[src/rtl/brush_pkg.sv]
// brush_pkg
//   Shared definitions for the brush stamp generator.
//   - Brush mode codes driven on the mode port (code 3 is treated as diamond).
//   - FSM state encoding used by brush_stamp_gen.
package brush_pkg;

    localparam logic [1:0] MODE_DIAMOND = 2'd0;
    localparam logic [1:0] MODE_SQUARE  = 2'd1;
    localparam logic [1:0] MODE_RING    = 2'd2;

    typedef enum logic [1:0] {
        ST_IDLE,
        ST_SCAN,
        ST_EMIT,
        ST_DONE
    } state_t;

endpackage

[src/rtl/brush_shape_hit.sv]
// brush_shape_hit
//   Combinational brush membership test for one candidate offset.
//   Ports:
//     i_dx, i_dy  in  RAD_W+1  signed offset from the brush centre
//     i_r_eff     in  RAD_W    effective (already clamped) radius
//     i_mode      in  2        brush shape code (see brush_pkg)
//     o_hit       out 1        offset lies inside the selected shape
//   The caller only presents offsets inside the (2r+1)x(2r+1) box, so the
//   square shape is a hit for every candidate it is given.
module brush_shape_hit
    import brush_pkg::*;
#(
    parameter int RAD_W = 3
) (
    input  logic signed [RAD_W:0]   i_dx,
    input  logic signed [RAD_W:0]   i_dy,
    input  logic        [RAD_W-1:0] i_r_eff,
    input  logic        [1:0]       i_mode,
    output logic                    o_hit
);

    logic [RAD_W:0]   w_adx;
    logic [RAD_W:0]   w_ady;
    logic [RAD_W+1:0] w_sum;
    logic [RAD_W+1:0] w_r;

    assign w_adx = i_dx[RAD_W] ? -i_dx : i_dx;
    assign w_ady = i_dy[RAD_W] ? -i_dy : i_dy;
    assign w_sum = {1'b0, w_adx} + {1'b0, w_ady};
    assign w_r   = {2'b00, i_r_eff};

    always_comb begin
        o_hit = 1'b0;
        case (i_mode)
            MODE_SQUARE: o_hit = 1'b1;
            MODE_RING:   o_hit = (w_sum == w_r);
            default:     o_hit = (w_sum <= w_r);
        endcase
    end

endmodule

[src/rtl/brush_stamp_gen.sv]
// brush_stamp_gen
//   Walks the (2r+1)x(2r+1) box around a centre point in raster order and
//   streams every on-screen coordinate that lies inside the selected brush.
//   Ports:
//     clock, reset        clock and synchronous active-high reset
//     start               stamp request, sampled only in IDLE
//     cx, cy              signed centre, latched on accepted start
//     radius, mode        brush radius and shape, latched on accepted start
//     busy                high in SCAN, EMIT and DONE
//     out_valid/out_ready point stream handshake
//     out_x, out_y        signed point coordinates
//     done                one-cycle pulse when the scan completes
//     stamp_count         points emitted by the current/last stamp
module brush_stamp_gen
    import brush_pkg::*;
#(
    parameter int COORD_W    = 16,
    parameter int MAX_RADIUS = 7,
    parameter int RAD_W      = 3,
    parameter int SCREEN_W   = 640,
    parameter int SCREEN_H   = 480,
    parameter int CNT_W      = 8
) (
    input  logic                      clock,
    input  logic                      reset,
    input  logic                      start,
    input  logic signed [COORD_W-1:0] cx,
    input  logic signed [COORD_W-1:0] cy,
    input  logic        [RAD_W-1:0]   radius,
    input  logic        [1:0]         mode,
    output logic                      busy,
    output logic                      out_valid,
    input  logic                      out_ready,
    output logic signed [COORD_W-1:0] out_x,
    output logic signed [COORD_W-1:0] out_y,
    output logic                      done,
    output logic        [CNT_W-1:0]   stamp_count
);

    localparam logic [RAD_W-1:0]          LP_RMAX = RAD_W'(MAX_RADIUS);
    localparam logic signed [COORD_W:0]   LP_SW   = (COORD_W+1)'(SCREEN_W);
    localparam logic signed [COORD_W:0]   LP_SH   = (COORD_W+1)'(SCREEN_H);
    localparam logic signed [RAD_W:0]     LP_ONE  = (RAD_W+1)'(1);

    state_t                    r_state;
    state_t                    w_next;
    logic signed [COORD_W-1:0] r_cx;
    logic signed [COORD_W-1:0] r_cy;
    logic        [RAD_W-1:0]   r_r;
    logic        [1:0]         r_mode;
    logic signed [RAD_W:0]     r_dx;
    logic signed [RAD_W:0]     r_dy;
    logic signed [COORD_W-1:0] r_out_x;
    logic signed [COORD_W-1:0] r_out_y;
    logic        [CNT_W-1:0]   r_count;

    logic        [RAD_W-1:0]   w_r_eff;
    logic signed [RAD_W:0]     w_neg_r_eff;
    logic signed [RAD_W:0]     w_rs;
    logic signed [COORD_W:0]   w_px;
    logic signed [COORD_W:0]   w_py;
    logic                      w_on_screen;
    logic                      w_hit;
    logic                      w_take;
    logic                      w_last;
    logic                      w_accept;
    logic                      w_load;
    logic                      w_adv;
    logic                      w_hs;

    assign w_r_eff     = (radius > LP_RMAX) ? LP_RMAX : radius;
    assign w_neg_r_eff = -$signed({1'b0, w_r_eff});
    assign w_rs        = $signed({1'b0, r_r});
    assign w_last      = (r_dx == w_rs) && (r_dy == w_rs);

    // One extra bit so centres near the coordinate limits cannot wrap onto the screen.
    assign w_px = (COORD_W+1)'(r_cx) + (COORD_W+1)'(r_dx);
    assign w_py = (COORD_W+1)'(r_cy) + (COORD_W+1)'(r_dy);
    assign w_on_screen = !w_px[COORD_W] && (w_px < LP_SW) &&
                         !w_py[COORD_W] && (w_py < LP_SH);

    brush_shape_hit #(.RAD_W(RAD_W)) u_shape (
        .i_dx    (r_dx),
        .i_dy    (r_dy),
        .i_r_eff (r_r),
        .i_mode  (r_mode),
        .o_hit   (w_hit)
    );

    assign w_take = w_hit && w_on_screen;

    always_comb begin
        w_next   = r_state;
        w_accept = 1'b0;
        w_load   = 1'b0;
        w_adv    = 1'b0;
        w_hs     = 1'b0;
        case (r_state)
            ST_IDLE: begin
                if (start) begin
                    w_accept = 1'b1;
                    w_next   = ST_SCAN;
                end
            end
            ST_SCAN: begin
                if (w_take) begin
                    w_load = 1'b1;
                    w_next = ST_EMIT;
                end else if (w_last) begin
                    w_next = ST_DONE;
                end else begin
                    w_adv = 1'b1;
                end
            end
            ST_EMIT: begin
                if (out_ready) begin
                    w_hs = 1'b1;
                    if (w_last) begin
                        w_next = ST_DONE;
                    end else begin
                        w_adv  = 1'b1;
                        w_next = ST_SCAN;
                    end
                end
            end
            ST_DONE: w_next = ST_IDLE;
            default: w_next = ST_IDLE;
        endcase
    end

    always_ff @(posedge clock) begin
        if (reset) r_state <= ST_IDLE;
        else       r_state <= w_next;
    end

    always_ff @(posedge clock) begin
        if (reset) begin
            r_cx    <= '0;
            r_cy    <= '0;
            r_r     <= '0;
            r_mode  <= '0;
            r_dx    <= '0;
            r_dy    <= '0;
            r_out_x <= '0;
            r_out_y <= '0;
            r_count <= '0;
        end else begin
            if (w_accept) begin
                r_cx    <= cx;
                r_cy    <= cy;
                r_r     <= w_r_eff;
                r_mode  <= mode;
                r_dx    <= w_neg_r_eff;
                r_dy    <= w_neg_r_eff;
                r_count <= '0;
            end
            if (w_load) begin
                r_out_x <= w_px[COORD_W-1:0];
                r_out_y <= w_py[COORD_W-1:0];
            end
            if (w_hs) begin
                r_count <= r_count + CNT_W'(1);
            end
            if (w_adv) begin
                if (r_dx == w_rs) begin
                    r_dx <= -w_rs;
                    r_dy <= r_dy + LP_ONE;
                end else begin
                    r_dx <= r_dx + LP_ONE;
                end
            end
        end
    end

    assign busy        = (r_state != ST_IDLE);
    assign out_valid   = (r_state == ST_EMIT);
    assign done        = (r_state == ST_DONE);
    assign out_x       = r_out_x;
    assign out_y       = r_out_y;
    assign stamp_count = r_count;

endmodule

[config.mk]
export PLATFORM = sky130hd
export DESIGN_NAME = brush_stamp_gen
export DESIGN_NICKNAME = d
export VERILOG_FILES = /design/src/rtl/brush_pkg.sv /design/src/rtl/brush_shape_hit.sv /design/src/rtl/brush_stamp_gen.sv
export SDC_FILE = /design/constraint.sdc
export NUM_CORES = 1
export LEC_CHECK = 0
export CORE_MARGIN = 3
export CORE_UTILIZATION = 40
export CTS_CLUSTER_SIZE = 24
export DETAILED_ROUTE_END_ITERATION = 12
export PLACE_DENSITY = 0.66
export SETUP_SLACK_MARGIN = 0.2
export SLEW_MARGIN = 20
export SYNTH_ARGS = -nofsm -noshare
export SYNTH_HDL_FRONTEND = slang
export SYNTH_SLANG_ARGS = --single-unit
[constraint.sdc]
create_clock -name clock -period 10.91 [get_ports clock]
set_input_delay 2.182 -clock clock [delete_from_list [all_inputs] [get_ports clock]]
set_output_delay 2.182 -clock clock [all_outputs]
set_load 0.01 [all_outputs]
# Word level (Yosys, flattened, before mapping)

Index checks and enable logic that the tools add are counted.

Bits in registers: 87
Word-level logic and storage cells: 75
Input port bits: 41
Output and inout port bits: 43

Equality and inequality tests: 11
Muxes and demuxes: 28
Order comparisons: 4
$add $sub $neg: 10
Reduce and logical (&&, ||, !) cells: 12

Operator list:

| cell                   | number |
|---|---|
| $add A16 B4 Y17        | 2 |
| $mux W4                | 8 |
| $lt A17 B10 Y1 const B | 1 |
| $lt A17 B11 Y1 const B | 1 |
| $mux W8                | 2 |
| $mux W2                | 5 |
| $mux W1                | 9 |
| $add A4 B2 Y4 const B  | 2 |
| $add A8 B1 Y8 const B  | 1 |
| $eq A4 B4 Y1           | 2 |
| $neg A3 Y4             | 2 |
| $neg A4 Y4             | 2 |
| $pmux W2 S4            | 1 |
| $eq A2 B2 Y1 const B   | 3 |
| $reduce_bool A2 Y1     | 3 |
| $add A4 B4 Y5          | 1 |
| $eq A5 B3 Y1           | 1 |
| $le A5 B3 Y1           | 1 |
| $logic_and A1 B1 Y1    | 5 |
| $eq A2 B1 Y1 const B   | 2 |
| $pmux W1 S2            | 2 |
| $gt A3 B3 Y1 const B   | 1 |
| $mux W3                | 1 |
| $ne A3 B3 Y1 const B   | 1 |
| 5 further kinds        | 6 |

# Depth between registers and ports, before layout

Word-level depth: 9
Gate-level depth with buffers: 17
Depth with buffers taken out: 17

# By module

Synthesis repeated with hierarchy kept, for this count alone.

Cell total of the unflattened synthesis: 672
Area total of the unflattened synthesis: 5481.5 um^2

Modules (own cells, without submodules):

| module          | seq. area each (um^2) | times used | area an instance (um^2) | cells each |
|---|---|---|---|---|
| brush_stamp_gen | 1741.7                | 1          | 5123.7                  | 628 |
| brush_shape_hit | 0.0                   | 1          | 357.8                   | 44 |

# Worst setup path after synthesis

OpenSTA, ideal clock, no wires.

Path type: register to register
Start point: reg r_dy[0]
End point: reg r_dy[0]
Setup slack: 6902 ps
Data required time: 10824 ps
Buffers on the path: 0
Clock period less this slack: 4008 ps
Library setup time: 86 ps
Stages on the path, launching flop included: 18
Data arrival time: 3921 ps
Path through: dfxtp_1 inv_1 ha_1 nand2_1 o21ai_0 fa_1 xor2_1 ha_1 nand2_1 o2111ai_1 a2111oi_0 a21oi_1 nor4_4 nand4_4 o31ai_4 a211o_4 o21ai_2 a221oi_2

Word-level cells in the longest chain between the ends: 9
Elaborated cells on any way between the ends: 22
Classes of those cells: add/sub: 4; order compare: 2; eq/ne: 2; mux: 9; reduce/logical: 5

Ends and longest elaborated chain:

| element                                             | RTL line                                     | source |
|---|---|---|
| start, declared                                     | brush_stamp_gen.sv:52                        | `logic signed [RAD_W:0] r_dy;` |
| start signal, assigned                              | brush_stamp_gen.sv:154                       | `r_dy <= w_neg_r_eff;` |
| start signal, assigned                              | brush_stamp_gen.sv:167                       | `r_dy <= r_dy + LP_ONE;` |
| $neg A4 Y4                                          | brush_shape_hit.sv:28                        | `assign w_ady = i_dy[RAD_W] ? -i_dy : i_dy;` |
| $mux W4                                             | brush_shape_hit.sv:28                        |  |
| $add A4 B4 Y5                                       | brush_shape_hit.sv:29                        | `assign w_sum = {1'b0, w_adx} + {1'b0, w_ady};` |
| $le A5 B3 Y1 / $eq A5 B3 Y1 (equally long branches) | brush_shape_hit.sv:37, brush_shape_hit.sv:36 |  |
| $pmux W1 S2                                         | brush_shape_hit.sv:34                        | `case (i_mode)` |
| $logic_and A1 B1 Y1                                 | brush_stamp_gen.sv:90                        | `assign w_take = w_hit && w_on_screen;` |
| $mux W1                                             | brush_stamp_gen.sv:106                       | `if (w_take) begin` |
| $pmux W1 S2                                         | brush_stamp_gen.sv:98                        | `case (r_state)` |
| $mux W4 *                                           | brush_stamp_gen.sv:164                       | `if (w_adv) begin` |

Mark *: on every way between the ends. The rest lies on a longest branch, timed or not.
A chain may end at the register's enable or synchronous reset.

# Worst setup path in the final report

Start point: reg r_dy[0]
End point: reg r_out_x[13] (netlist: out_x[13])

Word-level cells in the longest chain between the ends: 8
Elaborated cells on any way between the ends: 14
Classes of those cells: add/sub: 3; order compare: 2; eq/ne: 1; mux: 4; reduce/logical: 4

Ends and longest elaborated chain:

| element                                             | RTL line                                     | source |
|---|---|---|
| $neg A4 Y4                                          | brush_shape_hit.sv:28                        |  |
| $mux W4                                             | brush_shape_hit.sv:28                        |  |
| $add A4 B4 Y5                                       | brush_shape_hit.sv:29                        |  |
| $le A5 B3 Y1 / $eq A5 B3 Y1 (equally long branches) | brush_shape_hit.sv:37, brush_shape_hit.sv:36 |  |
| $pmux W1 S2                                         | brush_shape_hit.sv:34                        |  |
| $logic_and A1 B1 Y1 *                               | brush_stamp_gen.sv:90                        |  |
| $mux W1 *                                           | brush_stamp_gen.sv:106                       |  |
| $mux W1 *                                           | brush_stamp_gen.sv:98                        |  |
| end signal, assigned                                | brush_stamp_gen.sv:158                       | `r_out_x <= w_px[COORD_W-1:0];` |
| end, declared                                       | brush_stamp_gen.sv:53                        | `logic signed [COORD_W-1:0] r_out_x;` |

Marked as above.

==> key figures <==
STA
  • Skew final: between 0.007 and 0.008 ns
  • Final Critical Period: 5.07 ns
  • Slew Limit Fails: 0
  • Worst slew pin tran: 0.897 ns
  • Max Clk Rate: just under 200 MHz
  • Final Hold Viols: 0
  • Crit share post-route: 46.4%
  • Setup TNS: 0 ns
  • Slew HR: 39.8%
  • Final-report setup violation count: 0
  • RSZ-0062 raised after global routing: no

Routing
  • Top Layer Used: met4
  • Routed len/inst: 14.9 µm
  • Initial DRC Count: about 190
  • Routed Antenna Nets: 0
  • DR WL met2: 6.38 mm
  • Via/cell ratio: 5.31
  • Total wire length: roughly 14 mm
  • Remaining DRCs: 0
  • WL met3: about 800 µm
  • M1 WL: 6.59 mm
  • DR pass1 iterations: 5
  • Routed via count: 4972

Setup path
  • Req. time, crit path: 11.14 ns
  • Critical path fanouts, max: 13
  • R2R Path End: out_x[13]$_SDFFE_PP0P_
  • Crit path launch type: register
  • R2R Setup Slk: 5.84 ns
  • CP Capture Type: register
  • WP depth: 17
  • CP cell instances: inv_1 -> ha_1 -> nand2_1 -> o21ai_0 -> fa_1 -> xor2_1 -> ha_1 -> nand2_1 -> o2111ai_1 -> a2111oi_0 -> a21oi_1 -> nor4_4 -> nand4_4 -> nor4_4 -> buf_4 -> or2_2 -> nor2_1
  • Reg2reg start: r_dy[0]$_SDFF_PP0_
  • CP startpoint: r_dy[0]$_SDFF_PP0_
  • Largest stage delay, worst path: 0.77 ns
  • Delay-heaviest family, CP: simple AND/OR/NAND/NOR gates
  • Worst path bufs/invs: 2
  • Reg2Reg Depth: 17
  • Class of the most critical setup path: reg2reg
  • WP data arrival: 5.30 ns
  • End point of the critical path: out_x[13]$_SDFFE_PP0P_
  • Slowest CP cell: nor4_4

CTS
  • H-tree levels: 3
  • Hold_buf cts: 0
  • Clock latency at the later pin of the worst-skew pair: 0.35 ns
  • CTS tree: done
  • CTS clock-pin slew for the worst setup and hold paths: 0.06 ns
  • Post-CTS Setup Inserts: 0
  • Clock Tree Buf Depth: 2
  • CTS Buf Count: 9
  • Resized Gates After CTS: 0
  • Clock Sinks: 87
  • Clk root buf: clkbuf_16

Yosys
  • Syn nets: 782
  • Simple-Gate Fraction of Synth Area: 20.9%
  • Predominant post-synthesis flop cell: dfxtp_1
  • Synthesized netlist cell count: 686
  • Mux contribution to synthesized area: 5.12%
  • Ys Warns: 0
  • Most frequent cell after synthesis: nand2_1
  • Cell accounting for the most synthesized area: dfxtp_1
  • Synth Register Bits: 87
  • Synth top area share: 31.2%
  • Main combinational cell family by area after synthesis: simple AND/OR/NAND/NOR gates
  • Synth area leaders: dfxtp_1, ha_1, nand2_1
  • Post-synthesis sequential area ratio: 31.2%
  • Synthesized area: 0.00558 mm²
  • Synth Area in Compound Gates: between 10% and 20%
  • Top cells by count, synth: nand2_1, dfxtp_1, a21oi_1
  • Avg Cell Area, Syn: 8.13 µm²
  • Ys async rst share: 0%
  • Post-Synth XOR/XNOR Area: 5.50%
  • Post-synth cell types: 64
  • Adder-Cell Fraction of Synth Area: 12.7%
  • Post-synth EDFFs: 0

Placement
  • DPL Wire Length: 10.2 mm
  • Number of I/O port buffers: between 80 and 90
  • Gpl congestion: 0.883

Finish
  • Share of layout cells above drive strength 1: under 10%
  • Filler Cells Inserted: 1317
  • # diodes: 0
  • Area growth syn-to-layout: 22.5%
  • Layout Nets: ~850

Die
  • Site Rows: 42
  • Core area: 0.0135 mm²
  • Die ar.: 0.0154 mm²
  • Die X: 124 µm
  • Initial Util: 41.4%
  • Die Span Y: 124 µm
  • I/O pins: 84

Global routing
  • Pin count of the biggest net entering global routing: 76
  • Via count of the first global-routing pass: 4932
  • GRT Overall Usage: a little under a fifth
  • Overflow after GRT: 0
  • First-pass GRT wire length: around 23 mm
  • Initial antenna violation count: 0

Power and ir drop
  • Max IR drop VDD: 0.0000903 V
  • Pwr Total: 1.46 mW
  • Pwr per Cell Area: roughly 210 mW/mm²
  • Leak: 2.67 nW

Outcome
  • Outcome: finished, final reports clean

Min path
  • Hold WC Path Type: reg2reg

Flow run
  • Max-cap violation count: 0
-- report_power, final --
| group | total (mW) | leakage, nW | internal [mW] | switching (mW) |
|---|---|---|---|---|
| Sequential | 0.417 | 0.708 | 0.356 | 0.0609 |
| Combinational | 0.720 | 1.81 | 0.300 | 0.420 |
| Clock | 0.323 | 0.145 | 0.185 | 0.138 |
-- layer usage --
metal | vias to the layer above | global-route usage, %
li1 | 2524 | -
met1 | 2326 | 24.4
met2 | 113 | 31.4
met3 | 9 | 5.13
met4 | 0 | 4.31
met5 | - | 0
-- logic make-up (layout without fill, tap and decap cells) --
| logic type | count (synthesis) | count (layout) |
|---|---|---|
| simple gates | 244 | 244 |
| compound gates | 167 | 167 |
| flops | 87 | 87 |
| buf+inv | 70 | 144 |
| fa+ha+maj | 55 | 55 |
| xor+xnor | 35 | 35 |
| mux | 28 | 28 |
-- tightest hold or removal path: stages, from the launching register on --
cell	delay, ns
dfxtp_1	0.31
inv_1	0.04
nor2_1	0.03
-- cell type report --
cell class	count	area (µm²)	share of cell area, %
multi-input cells	529	3550	52.0
flip-flops and latches	87	1740	25.5
repair buffers	86	848	12.4
clock buffers	10	239	3.50
well taps	176	220	3.23
inverters	42	158	2.31
clock inverters	6	67.6	0.990
-- state kept, by name (all words and copies together) (netlist names) --
name / cells
r_cx: 16
r_r: 3
r_state: 2
out_y: 16
r_dx: 4
r_cy: 16
out_x: 16
r_dy: 4
r_mode: 2
stamp_count: 8
-- stage by stage --
| step | utilization (%) | worst slack (ns) | hold WS [ns] | instance area [µm²] | cells |
|---|---|---|---|---|---|
| after CTS | 50.8 | 5.79 | 0.428 | 6830 | 936 |
| final | 50.8 | 5.84 | 0.426 | 6830 | 936 |
| after detailed placement | 48.5 | 5.81 | 0.418 | 6520 | 920 |
| after global placement | 48.5 | 6.05 | 0.417 | 6520 | 920 |
| after floorplan | - | 6.90 | 0.441 | 5580 | 686 |
| after global routing | 50.8 | 5.44 | 0.444 | 6830 | 936 |
-- placed cells by master, fill, tap and decap left out, drive strengths merged, types with 4 or more instances in the layout --
| cell | count |
|---|---|
| ha | 52 |
| a21boi | 4 |
| o21a | 7 |
| xnor2 | 19 |
| o211ai | 8 |
| a21oi | 72 |
| and2 | 5 |
| and3 | 6 |
| mux2 | 4 |
| nor3b | 4 |
| clkbuf | 10 |
| nor2 | 66 |
| nand2 | 102 |
| buf | 4 |
| nor4 | 4 |
| a31oi | 5 |
| mux2i | 24 |
| clkdlybuf4s50 | 82 |
| nor2b | 4 |
| o21ai | 24 |
| a211oi | 15 |
| nor3 | 5 |
| a21o | 8 |
| nand2b | 12 |
| xor2 | 16 |
| dfxtp | 87 |
| nand4 | 6 |
| nand3 | 13 |
| inv | 44 |
-- worst min path at each step --
stage | from | endpoint | cells past startpoint
4_1_cts | out_y[15]$_SDFFE_PP0P_ | out_y[15]$_SDFFE_PP0P_ | 2
3_5_place_dp | out_y[15]$_SDFFE_PP0P_ | out_y[15]$_SDFFE_PP0P_ | 2
3_3_place_gp | out_x[13]$_SDFFE_PP0P_ | out_x[13]$_SDFFE_PP0P_ | 2
2_1_floorplan | r_cx[0]$_SDFFE_PP0P_ | r_cx[0]$_SDFFE_PP0P_ | 2
5_1_grt | out_y[11]$_SDFFE_PP0P_ | out_y[11]$_SDFFE_PP0P_ | 2
6_report | out_y[13]$_SDFFE_PP0P_ | out_y[13]$_SDFFE_PP0P_ | 2
Power figures use the tool's default switching activity.
